===== src/rtl/vigna_axi_arbiter.sv =====
// Two-master (instruction/data) to one-slave AXI4-Lite arbiter: round-robin reads with
// a single outstanding transaction, write channels passed straight through from the data port.
module vigna_axi_arbiter #(
    parameter int ADDR_WIDTH = 32,
    parameter int DATA_WIDTH = 32
) (
    input  logic                      clk,
    input  logic                      resetn,

    input  logic                      s_i_arvalid,
    output logic                      s_i_arready,
    input  logic [ADDR_WIDTH-1:0]     s_i_araddr,
    input  logic [2:0]                s_i_arprot,
    output logic                      s_i_rvalid,
    input  logic                      s_i_rready,
    output logic [DATA_WIDTH-1:0]     s_i_rdata,
    output logic [1:0]                s_i_rresp,

    input  logic                      s_d_arvalid,
    output logic                      s_d_arready,
    input  logic [ADDR_WIDTH-1:0]     s_d_araddr,
    input  logic [2:0]                s_d_arprot,
    output logic                      s_d_rvalid,
    input  logic                      s_d_rready,
    output logic [DATA_WIDTH-1:0]     s_d_rdata,
    output logic [1:0]                s_d_rresp,

    input  logic                      s_d_awvalid,
    output logic                      s_d_awready,
    input  logic [ADDR_WIDTH-1:0]     s_d_awaddr,
    input  logic [2:0]                s_d_awprot,
    input  logic                      s_d_wvalid,
    output logic                      s_d_wready,
    input  logic [DATA_WIDTH-1:0]     s_d_wdata,
    input  logic [DATA_WIDTH/8-1:0]   s_d_wstrb,
    output logic                      s_d_bvalid,
    input  logic                      s_d_bready,
    output logic [1:0]                s_d_bresp,

    output logic                      m_arvalid,
    input  logic                      m_arready,
    output logic [ADDR_WIDTH-1:0]     m_araddr,
    output logic [2:0]                m_arprot,
    input  logic                      m_rvalid,
    output logic                      m_rready,
    input  logic [DATA_WIDTH-1:0]     m_rdata,
    input  logic [1:0]                m_rresp,

    output logic                      m_awvalid,
    input  logic                      m_awready,
    output logic [ADDR_WIDTH-1:0]     m_awaddr,
    output logic [2:0]                m_awprot,
    output logic                      m_wvalid,
    input  logic                      m_wready,
    output logic [DATA_WIDTH-1:0]     m_wdata,
    output logic [DATA_WIDTH/8-1:0]   m_wstrb,
    input  logic                      m_bvalid,
    output logic                      m_bready,
    input  logic [1:0]                m_bresp
);

    typedef enum logic [1:0] {R_IDLE, R_ADDR, R_DATA} rstate_t;
    typedef enum logic {SRC_I, SRC_D} src_t;

    rstate_t                 r_state;
    src_t                    r_owner;
    src_t                    r_last_grant;
    logic                    r_arvalid;
    logic [ADDR_WIDTH-1:0]   r_araddr;
    logic [2:0]              r_arprot;

    logic                    w_idle;
    logic                    w_grant_i;
    logic                    w_grant_d;
    logic                    w_rdata_phase;
    logic                    w_unused_iprot;

    // Instruction prot bit 2 is always forced high, so the incoming bit is not needed.
    assign w_unused_iprot = s_i_arprot[2];

    assign w_idle    = (r_state == R_IDLE);
    assign w_grant_i = s_i_arvalid & (~s_d_arvalid | (r_last_grant == SRC_D));
    assign w_grant_d = s_d_arvalid & (~s_i_arvalid | (r_last_grant == SRC_I));

    assign s_i_arready = w_idle & w_grant_i;
    assign s_d_arready = w_idle & w_grant_d;

    assign m_arvalid = r_arvalid;
    assign m_araddr  = r_araddr;
    assign m_arprot  = r_arprot;

    always_ff @(posedge clk or negedge resetn) begin
        if (!resetn) begin
            r_state      <= R_IDLE;
            r_owner      <= SRC_I;
            r_last_grant <= SRC_D;
            r_arvalid    <= 1'b0;
            r_araddr     <= '0;
            r_arprot     <= '0;
        end else begin
            case (r_state)
                R_IDLE: begin
                    if (w_grant_i || w_grant_d) begin
                        r_state   <= R_ADDR;
                        r_arvalid <= 1'b1;
                        if (w_grant_i) begin
                            r_araddr     <= s_i_araddr;
                            r_arprot     <= {1'b1, s_i_arprot[1:0]};
                            r_owner      <= SRC_I;
                            r_last_grant <= SRC_I;
                        end else begin
                            r_araddr     <= s_d_araddr;
                            r_arprot     <= s_d_arprot;
                            r_owner      <= SRC_D;
                            r_last_grant <= SRC_D;
                        end
                    end
                end
                R_ADDR: begin
                    if (m_arready) begin
                        r_state   <= R_DATA;
                        r_arvalid <= 1'b0;
                        r_araddr  <= '0;
                        r_arprot  <= '0;
                    end
                end
                R_DATA: begin
                    if (m_rvalid && m_rready) begin
                        r_state <= R_IDLE;
                    end
                end
                default: r_state <= R_IDLE;
            endcase
        end
    end

    // Read data is broadcast; only rvalid/rready are steered to the owner.
    assign w_rdata_phase = (r_state == R_DATA);
    assign s_i_rvalid    = w_rdata_phase & (r_owner == SRC_I) & m_rvalid;
    assign s_d_rvalid    = w_rdata_phase & (r_owner == SRC_D) & m_rvalid;
    assign m_rready      = w_rdata_phase & ((r_owner == SRC_I) ? s_i_rready : s_d_rready);
    assign s_i_rdata     = m_rdata;
    assign s_i_rresp     = m_rresp;
    assign s_d_rdata     = m_rdata;
    assign s_d_rresp     = m_rresp;

    assign m_awvalid   = s_d_awvalid;
    assign s_d_awready = m_awready;
    assign m_awaddr    = s_d_awaddr;
    assign m_awprot    = s_d_awprot;
    assign m_wvalid    = s_d_wvalid;
    assign s_d_wready  = m_wready;
    assign m_wdata     = s_d_wdata;
    assign m_wstrb     = s_d_wstrb;
    assign s_d_bvalid  = m_bvalid;
    assign m_bready    = s_d_bready;
    assign s_d_bresp   = m_bresp;

endmodule


===== config.mk =====
export PLATFORM = sky130hd
export DESIGN_NAME = vigna_axi_arbiter
export DESIGN_NICKNAME = d
export VERILOG_FILES = /design/src/rtl/vigna_axi_arbiter.sv
export SDC_FILE = /design/constraint.sdc
export NUM_CORES = 1
export LEC_CHECK = 0
export CORE_AREA = 2 2 147 149
export CTS_CLUSTER_SIZE = 40
export DETAILED_ROUTE_END_ITERATION = 6
export DIE_AREA = 0 0 149 151
export GPL_TIMING_DRIVEN = 0
export HOLD_SLACK_MARGIN = 0.1
export PLACE_DENSITY = 0.59
export SETUP_SLACK_MARGIN = 0.3
export SLEW_MARGIN = 20
export SYNTH_ARGS = -nofsm -noshare
export SYNTH_HDL_FRONTEND = slang
export SYNTH_SLANG_ARGS = --single-unit

===== constraint.sdc =====
create_clock -name clk -period 4 [get_ports clk]
set_input_delay 0.4 -clock clk [delete_from_list [all_inputs] [get_ports clk]]
set_output_delay 0.4 -clock clk [all_outputs]
set_load 0.03 [all_outputs]

Word level (Yosys, flattened, before mapping)
Index checks and enable logic that the tools add are counted.
Cells by class
  add/subtract/negate cells: 0
  $mul: 0
  divide/modulo/power cells: 0
  order comparisons: 0
  eq/ne operators: 5
  shift operators: 0
  multiplexer cells: 17
  bitwise operators: 15
  reduce and logical (&&, ||, !) cells: 7
Operator list (count)
  $mux 32: 3
  $pmux 32 s2: 1
  $and 1x1->1: 9
  $mux 3: 3
  $mux 2: 3
  $pmux 2 s3: 1
  $pmux 3 s2: 1
  $reduce_and 3->1: 2
  $mux 1: 4
  $ne 2x1->1 const B: 2
  $not 1->1: 4
  $eq 2x1->1 const B: 1
  $eq 2x2->1 const B: 1
  $logic_not 2->1: 1
  $ne 2x2->1 const B: 1
  $or 1x1->1: 2
  $pmux 1 s2: 1
  $reduce_and 2->1: 1
  $reduce_bool 2->1: 1
  $logic_and 1x1->1: 1
  $logic_or 1x1->1: 1
Storage, ports and cells
  bits in registers: 40
  latch bits: 0
  memory bits (writable): 0
  bits in read-only memories: 0
  input port bits: 191
  output and inout bits: 188
  word-level logic and storage cells: 50
  memories: 0

Logic depth before layout (Yosys ltp)
Gate-level depths: netlist of run 1.
  depth in word-level cells: 6
  depth in mapped cells: 7
  mapped depth without buffers: 4

Least setup slack after synthesis of run 1
OpenSTA, ideal clock, no wires.
  path kind: register to output
  from: register r_last_grant
  to: output port s_i_arready
  arrival: 1.380 ns
  data required time: 3.600 ns
  setup slack: 2.220 ns
  cell stages (with the launch flop): 5
  path buffers: 1
  path through: dfstp_2 -> nand2b_1 -> nand2_4 -> buf_6 -> nor3_2
On the way
  cells in the longest elaborated chain, start to end: 3
Ends and longest elaborated chain
  from (decl): line 67  | src_t r_last_grant;
  from (signal assigned): line 96  | r_last_grant <= SRC_D;
  from (signal assigned): line 110  | r_last_grant <= SRC_I;
  from (signal assigned): line 115  | r_last_grant <= SRC_D;
  $or 1x1->1: line 82  | assign w_grant_i = s_i_arvalid & (~s_d_arvalid | (r_last_grant == SRC_D));
  $and 1x1->1: line 82
  $and 1x1->1: line 85  | assign s_i_arready = w_idle & w_grant_i;
  to (decl): line 11  | output logic s_i_arready,
No other way between the ends.

Final worst setup path of run 1
  from: input port s_d_arvalid
  to: output port s_i_arready
On the way
  cells in the longest elaborated chain, start to end: 4
Ends and longest elaborated chain
  from (decl): line 19  | input logic s_d_arvalid,
  $not 1->1: line 82
  $or 1x1->1: line 82
  $and 1x1->1: line 82
  $and 1x1->1: line 85
No other way between the ends.

==> reports/qor.csv, run 1 <==
metric,value,unit
"commonest cells after routing, fill and taps aside","clkdlybuf4s50_1, buf_4, nand2_1, dfrtp_1, o21ai_1",
"commonest non-fill, non-tap cell in the layout",clkdlybuf4s50_1,
DRT antenna net count,0,
Post-CTS Setup Inserts,0,
via count,3002,
TritonRoute pass-1 iters,4,
Die Span Y,151,um
Post-Synth Simple-Gate Area,0.07104,
"Cell Area, Placed",0.006011,sq mm
Worst Skew,5.616,ps
# resized after CTS,0,
Synth Flop Type,dfrtp_1,
GRT Total Usage,0.09439,
Detail Placement HPWL,9.753,mm
CTS sink count,40,
main combinational cell family by area after synthesis,buffers and inverters,
Synth cell types,23,
Synth Cell Area,0.003012,sq mm
"Hold Vio Cnt, Final",0,
global-route wire length before repair,16.01,mm
Antenna Cells,0,
Critical Path End Type,output port,
Detailed Route Iter0 Violations,57,
critical path class,primary input to output port,
Leakage,2.780,nW
clk slew on worst S/H paths,60,ps
xor/xnor share of the synthesized area,0,
Starting Density,0.1446,
H-tree Lvls,2,
"Seq/Total Area, Yosys",0.3328,
"Data arrival, critical path",2350,ps
"Req. time, crit path",3600,ps
Compound-Gate Fraction of Synth Area,0.07811,
number of flops mapped to enable cells by yosys,0,
power density cells,458.8,mW/mm^2
post-route DRC violation count,0,
Post-Route WL,11.45,mm
total number of yosys warnings,0,
dpl cells,867,
CTS Buf Count,5,
core box area,0.02082,sq mm
Die Span X,149,um
"top cells by area, synth","buf_4, dfrtp_1, mux2i_1",
Final Cell Area,0.006157,sq mm
cts hold-fix bufs,0,
layout cell share with drive strength beyond 1,0.2800,
dominant cell type by area after synthesis,buf_4,
largest net degree at the start of global routing,22,
Hold Crit Class,primary input to asynchronous set/reset pin,
CTS root buffer,clkbuf_16,
Design Power,0.002825,W
setup tns final,0,ps
Yosys reg bits,40,
I/O Pins,379,
global route total overflow,0,
clk buf depth,2,
RD Place Congestion,0.7589,
Layout Nets,790,
Port Buffers,263,
DIE AREA,0.02250,sq mm
Final period util,0.6867,
Layout area overhead,104.4,%
TritonCTS clock tree,yes,
vias per cell,3.431,
Max Slew Vio Count,0,
Finished Layout Cells,875,
number of global-route vias before repair,3041,
initial antenna violation count,0,
post-synth top area share,0.3689,
hold_ws,106.1,ps
Max Clock Freq,364.1,MHz
critical path peak fanout,10,
minimum clock period,2747,ps
fill count,2225,
WL/cell,13.08,um
status,"finished, final reports clean",
slew margin rel.,0.5944,
maxcap violations,0,
mux share of post-synthesis cell area,0.1163,
post-synthesis async set-or-reset flop share,1.000,
clock latency on the worst-skew pair,290,ps
syn nets,519,
row cnt,53,
Setup-failing EPs final,0,
syn avg cell area,9.182,sq um
Synth Area in Adders,0,
cell count after synthesis,328,
Slew @ Worst Pin,608.3,ps
Peak VDD IR,0.1353,mV
CP Launch Type,primary input,
unrepaired setup endpoints after global routing,false,
==> stage by stage <==
step	setup slack, ps	utilization
floorplan	2220	-
global placement	1220	0.2876
detailed placement	1222	0.2887
CTS	1208	0.2957
global route	1129	0.2957
finish	1253	0.2957
==> where the power goes <==
group | internal [W] | leakage, nW | switching [W]
sequential | 0.000585 | 0.505 | 0.000102
clock | 0.000249 | 0.0712 | 0.000171
combinational | 0.000763 | 2.20 | 0.000954
==> worst max-delay path: stages <==
cell	delay, ps
clkdlybuf4s50_1	510
nand2b_1	190
nand2_4	160
buf_6	200
nor3_2	160
clkdlybuf4s50_1	720
==> cells by family (layout without fill, tap and decap cells) <==
group | Yosys count | after routing
buffers and inverters | 160 | 432
and+or+nand+nor | 49 | 49
DFF | 40 | 40
AOI/OAI and AO/OA | 44 | 44
muxes | 35 | 35
==> area by class of cell <==
class	count	area, sq um	area share
timing repair buffer	264	2655	0.4312
buffer	158	1202	0.1953
sequential	40	1002	0.1628
multi-input combinational	128	799.5	0.1299
tap	275	344.1	0.05588
clock buffer	8	146.4	0.02378
inverter	2	7.507	0.001219
==> synthesized netlist by cell type, types with 2 or more instances <==
cell,number
buf_4,148
dfrtp_1,39
nand2_1,39
o21ai_1,36
mux2i_1,35
buf_6,7
a21oi_1,3
and3_1,2
clkbuf_1,2
inv_1,2
nand2b_1,2
nor2b_1,2
==> path summary, 6_finish.rpt <==
kind                            cells past startpoint                        to  slack (ps)                   start
worst max-delay path                                6               s_i_arready        1250             s_d_arvalid
worst min-delay path                                1  m_araddr[24]$_DFFE_PN0P_         110                  resetn
worst max register to register                      4  m_araddr[18]$_DFFE_PN0P_        2380  r_state[0]$_DFFE_PN0P_
worst min register to register                      2     m_arvalid$_DFFE_PN0P_         470   m_arvalid$_DFFE_PN0P_
max in group asynchronous                           2  r_last_grant$_DFFE_PN1P_        3320                  resetn
min in group clk                                    2  r_last_grant$_DFFE_PN1P_         330             s_i_arvalid
==> routing by layer <==
| metal | wire, um | global-route usage |
|---|---|---|
| met3 | 1087 | 0.02560 |
| met2 | 6450 | 0.1836 |
| met4 | 148 | 0.03286 |
| met1 | 3758 | 0.09656 |
| met5 | 0 | 0 |
==> flip-flops by register name, summed over array words and instances, names as in the netlist <==
name and cells:
m_araddr 32, m_arprot 3, m_arvalid 1, r_last_grant 1, r_owner 1, r_state 2
Power figures use the tool's default switching activity.
==> run 2, diff against run 1 <==
CORE_AREA = 2 2 145 147   (was 2 2 147 149)
DIE_AREA = 0 0 147 149   (was 0 0 149 151)
PLACE_DENSITY = 0.62   (was 0.59)
clock period = 2.3 ns   (was 4 ns; I/O delays follow)
==> reports/qor.csv, run 2 (same netlist as run 1, synthesis figures left out) <==
metric,value,unit,change
Detail Placement HPWL,9.421,mm,-3.4%
Starting Density,0.1465,,+0.001866
Critical R2R Capture,m_araddr[9]$_DFFE_PN0P_,,
core box area,0.02056,sq mm,-1.3%
slew margin rel.,0.6280,,+0.03356
Die Span X,147,um,-1.3%
vias per cell,3.416,,-0.44%
DRT antenna net count,0,,unchanged
Leakage,2.812,nW,+1.2%
"Hold Vio Cnt, Final",0,,unchanged
"Req. time, crit path",2070,ps,-1530 ps
Peak VDD IR,0.2857,mV,+110%
Setup-failing EPs final,0,,unchanged
Reg2Reg Depth,4,,unchanged
critical path peak fanout,10,,unchanged
Layout Nets,793,,+0.38%
"commonest non-fill, non-tap cell in the layout",clkdlybuf4s50_1,,
clk buf depth,2,,unchanged
Critical Path End Type,output port,,
H-tree Lvls,2,,unchanged
RD Place Congestion,0.8039,,+5.9%
fin util,0.3003,,+0.004606
number of global-route vias before repair,2969,,-2.4%
unrepaired setup endpoints after global routing,false,,
worst setup path endpoint,s_i_arready,,
WL/cell,12.84,um,-1.8%
CTS Buf Count,5,,unchanged
"Cell Area, Placed",0.006003,sq mm,-0.12%
GRT Total Usage,0.09652,,+0.002131
Layout area overhead,105.0,%,
CTS sink count,40,,unchanged
Antenna Cells,0,,unchanged
critical path class,flop to output port,,
status,"finished, final reports clean",,
post-route DRC violation count,0,,unchanged
max reg flops,32,,unchanged
Slew @ Worst Pin,558.1,ps,-50.25 ps
Final period util,0.7930,,
Max Slew Vio Count,0,,unchanged
power density cells,798.2,mW/mm^2,+74%
Hold Crit Class,primary input to flop,,
Critical R2R Launch,r_state[0]$_DFFE_PN0P_,,
"Data arrival, critical path",1590,ps,-760 ps
global route total overflow,0,,unchanged
TritonRoute pass-1 iters,4,,unchanged
global-route wire length before repair,16.04,mm,+0.21%
clock latency on the worst-skew pair,290,ps,about the same
TritonCTS clock tree,yes,,
I/O Pins,379,,unchanged
Port Buffers,263,,unchanged
r2r setup slk,690,ps,-1690 ps
initial antenna violation count,0,,unchanged
Worst Skew,7.605,ps,+1.988 ps
CTS root buffer,clkbuf_16,,
CP Launch Type,flop,,
Final Cell Area,0.006173,sq mm,+0.26%
minimum clock period,1824,ps,
via count,2999,,-0.10%
Max Clock Freq,548.3,MHz,
DIE AREA,0.02190,sq mm,-2.6%
layout cell share with drive strength beyond 1,0.2886,,+0.008557
Die Span Y,149,um,-1.3%
Post-Route WL,11.27,mm,-1.5%
maxcap violations,0,,unchanged
"commonest cells after routing, fill and taps aside","clkdlybuf4s50_1, buf_4, nand2_1, dfrtp_1, o21ai_1",,
critical path startpoint,r_last_grant$_DFFE_PN1P_,,
clk slew on worst S/H paths,60,ps,about the same
setup tns final,0,ps,unchanged
row cnt,53,,unchanged
Detailed Route Iter0 Violations,60,,+5.3%
largest net degree at the start of global routing,24,,+9.1%
==> run 2: changes by cell type in the layout (fill, tap and decap cells not counted), moves of 2 or more <==
| cell | change |
|---|---|
| clkinv_2 | +2 |
| clkdlybuf4s50_1 | -5 |
| clkbuf_1 | -2 |
| buf_4 | +3 |
| dlygate4sd2_1 | +3 |
==> run 2: timing repair <==
item,CTS,global route
gates resized for setup,6,7
endpoints found under the setup margin,5,17
pin swaps,0,1
hold endpoints to repair,17,0
setup buffers,0,2
hold buffers,1,0
gates cloned,0,0
==> run 2: cell type report <==
type                       count  area, sq um
multi-input combinational    128        807.0
buffer                       158         1202
clock buffer                   6        138.9
tap                          275        344.1
clock inverter                 2        10.01
fill                        2195        14380
sequential                    40         1002
timing repair buffer         267         2661
inverter                       2        7.507
==> run 2: worst min path at each step <==
stage | from | end | slack (ps) | cells after the start
final | s_i_arvalid | r_last_grant$_DFFE_PN1P_ | 170 | 2
after global routing | s_i_arvalid | r_last_grant$_DFFE_PN1P_ | 170 | 2
after CTS | s_i_arvalid | r_last_grant$_DFFE_PN1P_ | 140 | 2
after detailed placement | resetn | m_araddr[16]$_DFFE_PN0P_ | 210 | 1
after global placement | s_i_arvalid | r_last_grant$_DFFE_PN1P_ | 460 | 2
after floorplan | resetn | m_araddr[0]$_DFFE_PN0P_ | -70 | 0
==> run 2: layer usage <==
| metal | up-vias | track usage | wire length, um |
|---|---|---|---|
| met5 | - | 0 | 0 |
| met4 | 0 | 0.02308 | 102 |
| met3 | 6 | 0.03425 | 1018 |
| met2 | 198 | 0.1845 | 6079 |
| met1 | 1324 | 0.1010 | 4073 |
| li1 | 1471 | - | - |
==> run 2: where the power goes <==
group	switching, W	total [W]	internal (W)
registers	0.000178	0.00119	0.00102
logic	0.00166	0.00299	0.00132
clock network	0.000318	0.000747	0.000429
total	0.00216	0.00493	0.00277
==> run 2: stage by stage <==
step / setup WS [ps] / power, W / hold WS [ps] / std cells
final: 476.1 / 0.004928 / 166.7 / 878
after CTS: 85.20 / 0.005034 / 139.0 / 876
after detailed placement: -118.7 / 0.004263 / 210.7 / 867
after global routing: 329.5 / 0.005268 / 172.9 / 878
after global placement: -298.3 / 0.004235 / 457.8 / 866
after floorplan: 681.3 / 0.002955 / -65.59 / 328
==> run 2: critical path, stage by stage (launching register included) <==
cell and delay, ps:
dfstp_2 550, nand2b_1 170, nand2_4 70, buf_6 160, nor3_2 160, buf_4 200
